### config.mk
export PLATFORM = sky130hd
export DESIGN_NAME = lcd_tile_cmd_seq
export DESIGN_NICKNAME = d
export VERILOG_FILES = /design/src/rtl/lcd_tile_cmd_seq.sv
export SDC_FILE = /design/constraint.sdc
export NUM_CORES = 1
export LEC_CHECK = 0
export ABC_AREA = 1
export BUFFER_PORTS_ARGS = -buffer_cell sky130_fd_sc_hd__buf_2
export CAP_MARGIN = 20
export CORE_MARGIN = 2
export CORE_UTILIZATION = 55
export CTS_BUF_LIST = sky130_fd_sc_hd__clkbuf_16
export CTS_CLUSTER_DIAMETER = 150
export CTS_CLUSTER_SIZE = 8
export DETAILED_ROUTE_END_ITERATION = 8
export PLACE_DENSITY = 0.73
export SYNTH_ARGS = -nofsm -noshare
export SYNTH_HDL_FRONTEND = slang
export SYNTH_SLANG_ARGS = --single-unit
### constraint.sdc
create_clock -name clk -period 5.54 [get_ports clk]
set_input_delay 0.831 -clock clk [delete_from_list [all_inputs] [get_ports clk]]
set_output_delay 0.831 -clock clk [all_outputs]
set_load 0.01 [all_outputs]
### src/rtl/lcd_tile_cmd_seq.sv
// rtl/lcd_tile_cmd_seq.sv - LCD init/tile-draw command sequencer with byte valid/ready output
//
// Purpose:
//   On an accepted start, the block does one of two jobs:
//   - emit the panel init sequence, or
//   - draw one TILE_W x TILE_H tile at grid (x_in, y_in). A tile draw is CASET,
//     PASET and RAMWR, followed by a solid 16-bit colour fill selected by obj_code.
//   Bytes leave on a valid/ready stream toward the SPI/8080 writer.
//
// Ports:
//   clk, nrst           clock, asynchronous active-low reset
//   start               request pulse, only honoured in IDLE
//   init_req            with start: 1 = init sequence, 0 = tile draw
//   x_in, y_in          tile grid column/row, latched on accepted start
//   obj_code            tile object code, latched on accepted start
//   byte_ready          writer accepts the presented byte this cycle
//   byte_valid, D, dcx  byte stream (dcx 0 = command, 1 = data)
//   busy                high whenever not IDLE
//   done                one-cycle pulse after the last byte of a sequence
//
// Configuration:
//   TILE_BORDER_EN      when defined, pixels in tile row 0 or column 0 are black

`timescale 1ns/1ps

module lcd_tile_cmd_seq #(
  parameter int TILE_W    = 20,
  parameter int TILE_H    = 20,
  parameter int COORD_W   = 4,
  parameter int DELAY_CYC = 50000
) (
  input  logic               clk,
  input  logic               nrst,
  input  logic               start,
  input  logic               init_req,
  input  logic [COORD_W-1:0] x_in,
  input  logic [COORD_W-1:0] y_in,
  input  logic [2:0]         obj_code,
  input  logic               byte_ready,
  output logic               byte_valid,
  output logic [7:0]         D,
  output logic               dcx,
  output logic               busy,
  output logic               done
);

  localparam int DW = (DELAY_CYC > 1) ? $clog2(DELAY_CYC + 1) : 1;

  typedef enum logic [2:0] {
    IDLE,
    INIT_CMD,
    INIT_WAIT,
    ADDR,
    PIX_HI,
    PIX_LO,
    FINISH
  } state_t;

  state_t             state, next;
  logic [COORD_W-1:0] x_r, y_r;
  logic [2:0]         obj_r;
  logic [3:0]         idx;      // init step (0..3) or address byte index (0..10)
  logic [DW-1:0]      dly_cnt;
  logic [7:0]         row, col;

  logic        xfer;
  logic [15:0] sc, ec, sp, ep;
  logic [15:0] colour, pix;
  logic        last_pix;

  assign xfer = byte_valid && byte_ready;

  // Window coordinates, 16-bit with wrap on overflow.
  assign sc = 16'(x_r) * 16'(TILE_W);
  assign ec = sc + 16'(TILE_W - 1);
  assign sp = 16'(y_r) * 16'(TILE_H);
  assign ep = sp + 16'(TILE_H - 1);

  assign last_pix = (row == 8'(TILE_H - 1)) && (col == 8'(TILE_W - 1));

  always_comb begin
    colour = 16'hFFFF;
    case (obj_r)
      3'd1:    colour = 16'h901E;
      3'd2:    colour = 16'h6815;
      3'd3:    colour = 16'hF800;
      3'd4:    colour = 16'h0814;
      default: colour = 16'hFFFF;
    endcase
  end

`ifdef TILE_BORDER_EN
  assign pix = ((row == 8'd0) || (col == 8'd0)) ? 16'h0000 : colour;
`else
  assign pix = colour;
`endif

  // Next state and outputs. D/dcx are decoded from registered state and
  // counters, so they hold steady for as long as a byte waits for ready.
  always_comb begin
    next       = state;
    byte_valid = 1'b0;
    D          = 8'h00;
    dcx        = 1'b0;
    busy       = (state != IDLE);
    done       = 1'b0;
    case (state)
      IDLE: begin
        if (start) next = init_req ? INIT_CMD : ADDR;
      end
      INIT_CMD: begin
        byte_valid = 1'b1;
        case (idx[1:0])
          2'd0:    D = 8'h01;
          2'd1:    D = 8'h28;
          2'd2:    D = 8'h11;
          default: D = 8'h29;
        endcase
        if (xfer) begin
          // SWRESET and SLPOUT are each followed by a settle delay.
          if (idx[1:0] == 2'd0 || idx[1:0] == 2'd2) next = INIT_WAIT;
          else if (idx[1:0] == 2'd3)                next = FINISH;
        end
      end
      INIT_WAIT: begin
        if (dly_cnt == DW'(DELAY_CYC - 1)) next = INIT_CMD;
      end
      ADDR: begin
        byte_valid = 1'b1;
        dcx        = 1'b1;
        case (idx)
          4'd0:    begin D = 8'h2A; dcx = 1'b0; end
          4'd1:    D = sc[15:8];
          4'd2:    D = sc[7:0];
          4'd3:    D = ec[15:8];
          4'd4:    D = ec[7:0];
          4'd5:    begin D = 8'h2B; dcx = 1'b0; end
          4'd6:    D = sp[15:8];
          4'd7:    D = sp[7:0];
          4'd8:    D = ep[15:8];
          4'd9:    D = ep[7:0];
          default: begin D = 8'h2C; dcx = 1'b0; end
        endcase
        if (xfer && idx == 4'd10) next = PIX_HI;
      end
      PIX_HI: begin
        byte_valid = 1'b1;
        dcx        = 1'b1;
        D          = pix[15:8];
        if (xfer) next = PIX_LO;
      end
      PIX_LO: begin
        byte_valid = 1'b1;
        dcx        = 1'b1;
        D          = pix[7:0];
        if (xfer) next = last_pix ? FINISH : PIX_HI;
      end
      FINISH: begin
        done = 1'b1;
        next = IDLE;
      end
      default: next = IDLE;
    endcase
  end

  always_ff @(posedge clk or negedge nrst) begin
    if (!nrst) begin
      state   <= IDLE;
      x_r     <= '0;
      y_r     <= '0;
      obj_r   <= '0;
      idx     <= '0;
      dly_cnt <= '0;
      row     <= '0;
      col     <= '0;
    end else begin
      state <= next;
      case (state)
        IDLE: begin
          idx     <= '0;
          dly_cnt <= '0;
          row     <= '0;
          col     <= '0;
          if (start) begin
            x_r   <= x_in;
            y_r   <= y_in;
            obj_r <= obj_code;
          end
        end
        INIT_CMD: begin
          dly_cnt <= '0;
          if (xfer) idx <= idx + 4'd1;
        end
        INIT_WAIT: dly_cnt <= dly_cnt + DW'(1);
        ADDR: begin
          if (xfer) idx <= idx + 4'd1;
        end
        PIX_LO: begin
          if (xfer) begin
            if (col == 8'(TILE_W - 1)) begin
              col <= '0;
              row <= row + 8'd1;
            end else begin
              col <= col + 8'd1;
            end
          end
        end
        default: ;
      endcase
    end
  end

endmodule
==> metrics.md <==
| Metric | Value |
|---|---|
| Status | `finished, final reports clean` |
| Fmax achieved | `~290 MHz` |
| Total Routing Usage GR | `0.2438` |
| Pleak | `2.288 nW` |
| Detail Placement HPWL | `~6600 um` |
| Largest family of logic cells by synthesized area | `simple AND/OR/NAND/NOR gates` |
| Most frequent cells in the layout | `171 x nand2_1, 67 x nand3_1, 66 x nor2_1` |
| Placer congestion estimate | `between 0.9 and 1` |
| H-Tree Depth | `2` |
| Final setup TNS | `0 ps` |
| Drt total wl | `8813 um` |
| Die span in y | `~88 um` |
| CTS Buf Count | `5` |
| Initial drt markers | `about 370` |
| Die area | `approximately 7800 um^2` |
| Starting Density | `0.5689` |
| Crit Reg-Reg Endpoint | `state[2]` |
| Synth unique cells | `38` |
| Pwr/cell area | `~170 nW/um^2` |
| Tmin final | `between 3000 and 4000 ps` |
| Routed Antenna Nets | `0` |
| Postcts setup bufs | `0` |
| Vias per cell | `roughly 5.3` |
| Drt pass-1 iters | `5` |
| Clock buffer depth | `2` |
| HP Class | `register to register` |
| Final net count | `between 600 and 700` |
| Crit-path slowest cell | `fa_1` |
| Clock Pin Slew Worst Setup and Hold Paths | `~70 ps` |
| Placed insts | `680` |
| Netlist Area Pre-Place | `3886 um^2` |
| Simple-Gate Fraction of Synth Area | `0.3870` |
| CP startpoint kind | `register` |
| Initial antenna violation count | `0` |
| Worst reg-to-reg path cell count | `6` |
| Core box area | `about 7000 um^2` |
| Peak VDD IR | `roughly 0.13 mV` |
| Critical Path, Cell by Cell | `ha_1 -> ha_1 -> inv_1 -> fa_1 -> nor2_1 -> nor2_1 -> nand2_1 -> o21ai_0 -> o21ai_0 -> nand2_1 -> buf_2` |
| GR Overflow Total | `0` |
| I/O Buffers | `27` |
| Clk_lat worst skew | `300 ps` |
| Fin crit share | `0.6213` |
| CTS Hold Buffers Added | `0` |
| PostCTS Resize Cnt | `0` |
| Std cell rows | `30` |
| Mapped Avg Cell Area | `roughly 6.9 um^2` |
| Post-Synth XOR/XNOR Area | `0.009015` |
| Yosys Warn Count | `0` |
| Register area share after synthesis | `0.3220` |
| Mapped Cells | `~570` |
| Synth Area in Compound Gates | `0.1027` |
| Number of global-route vias before repair | `3334` |
| CTS tree | `built` |
| Synth-to-layout area growth | `8.886%` |
| Critical Path Sink | `D[6]` |
| RSZ-0062 raised after global routing | `false` |
| Slew at the pin closest to its max-slew limit | `between 700 and 800 ps` |
| Final Skew | `about 6.5 ps` |
| Crit-path max cell delay | `approximately 480 ps` |
| Layout cells sized above 1 | `0.1115` |
| Crit. End Element | `primary output` |
| R2R Setup Slk | `3600 ps` |
| Setup Viol. Count Final | `0` |
| CP arrival | `~2600 ps` |
| Wirelength per Cell | `between 10 and 15 um` |
| Vias | `approximately 3700` |
| CP Class | `register to primary output` |
| Diodes inserted | `0` |
| Non-Filler Instances | `between 600 and 700` |
| Largest net degree at the start of global routing | `just over 50` |
| First-pass GRT wire length | `around 15000 um` |
| Syn_nets | `603` |
| Root Buffer | `clkbuf_16` |
| I/O pin cnt | `28` |
| Chip Width | `88.06 um` |
| Final Hold Violating Endpoints | `0` |
| Post-synthesis adder-cell area fraction | `0.07469` |
| Clk sinks | `50` |
| FF-to-FF Start | `state[2]` |
| Hold slack final | `roughly 500 ps` |
| CP max FO | `6` |
| Mux cell area share after synthesis | `0.01449` |
| Max-slew headroom | `0.5293` |
| Commonest non-fill, non-tap cell in the layout | `nand2_1` |
| Worst EP required | `between 4000 and 5000 ps` |
| Post-route DRC | `0` |
| Crit path launch | `y_r[3]` |
| Flops & latches, synth | `50` |
| Max Transition Viols Final | `0` |
| Max_cap viols | `0` |
worst max-delay path: cells and delay by family (launching register included):
kind                     cells  cell delay (ps)
adder cells (fa/ha/maj)      3             1030
buffers and inverters        2              200
AO/OA/AOI/OAI                2              230
AND/OR/NAND/NOR              4              420
flip-flops                   1              440
where the power goes:
part           internal, W  switching [W]
logic           0.00000443     0.00000985
clock network     0.000214       0.000140
registers         0.000365              0
area by class of cell:
class	count	area (um^2)
clock inverter	3	43.79
sequential	50	1251
clock buffer	5	125.1
inverter	67	264.0
timing repair buffer	28	142.6
fill	653	2600
multi-input combinational	439	2285
tap	96	120.1
worst min path at each step:
stage           startpoint           to  slack [ps]  depth (start not counted)
5_1_grt         dly_cnt[3]   dly_cnt[3]         540                          1
6_report       dly_cnt[15]  dly_cnt[15]         500                          1
4_1_cts        dly_cnt[15]  dly_cnt[15]         500                          1
3_5_place_dp   dly_cnt[15]  dly_cnt[15]         490                          1
3_3_place_gp   dly_cnt[15]  dly_cnt[15]         480                          1
2_1_floorplan  dly_cnt[15]  dly_cnt[15]         460                          1
Yosys cell counts, drive strengths merged:
library cell | n | area [um^2]
nand2 | 178 | 724.4
and2 | 1 | 6.260
nand3b | 4 | 30.03
o211ai | 1 | 7.510
xor2 | 3 | 26.28
a21boi | 1 | 7.510
nor2 | 70 | 296.5
o22ai | 2 | 12.51
dfrtp | 50 | 1251
inv | 67 | 264.0
o21ai | 36 | 206.4
a22o | 1 | 8.760
nand3 | 68 | 352.8
nor3 | 5 | 25.02
fa | 2 | 40.04
a31oi | 1 | 6.260
ha | 20 | 250.2
buf | 9 | 86.33
nand4 | 9 | 56.30
xnor2 | 1 | 8.760
a21oi | 28 | 140.1
or2 | 2 | 12.51
mux2 | 5 | 56.30
a32o | 1 | 10.01
sequential cells by signal (all words and copies together), names as in the netlist:
| signal | flops |
|---|---|
| dly_cnt | 16 |
| col | 8 |
| row | 8 |
| idx | 4 |
| x_r | 4 |
| y_r | 4 |
| obj_r | 3 |
| state | 3 |
through the flow:
stage	instance area, um^2	setup slack, ps	util	power [W]
floorplan	3886	2742	-	0.0003728
global placement	4063	2570	0.5947	0.0003870
detailed placement	4063	2465	0.5947	0.0003871
CTS	4232	2148	0.6194	0.0007429
global route	4232	1918	0.6194	0.0007577
finish	4232	2098	0.6194	0.0007332
routing by layer:
metal / global-route usage / routed length, um / part of all wire
met3: 0.04241 / 484 / 0.055
met1: 0.3539 / 4334 / 0.49
met4: 0.06061 / 139 / 0.016
met2: 0.3795 / 3854 / 0.44
met5: 0 / 0 / 0
logic make-up after synthesis:
| logic type | count (synthesis) |
|---|---|
| and+or+nand+nor | 337 |
| buffers and inverters | 76 |
| AOI/OAI and AO/OA | 71 |
| DFF | 50 |
| adders and majority gates | 22 |
| muxes | 5 |
| xor gates and xnor gates | 4 |
No activity file was read; power rests on OpenSTA's default activity.
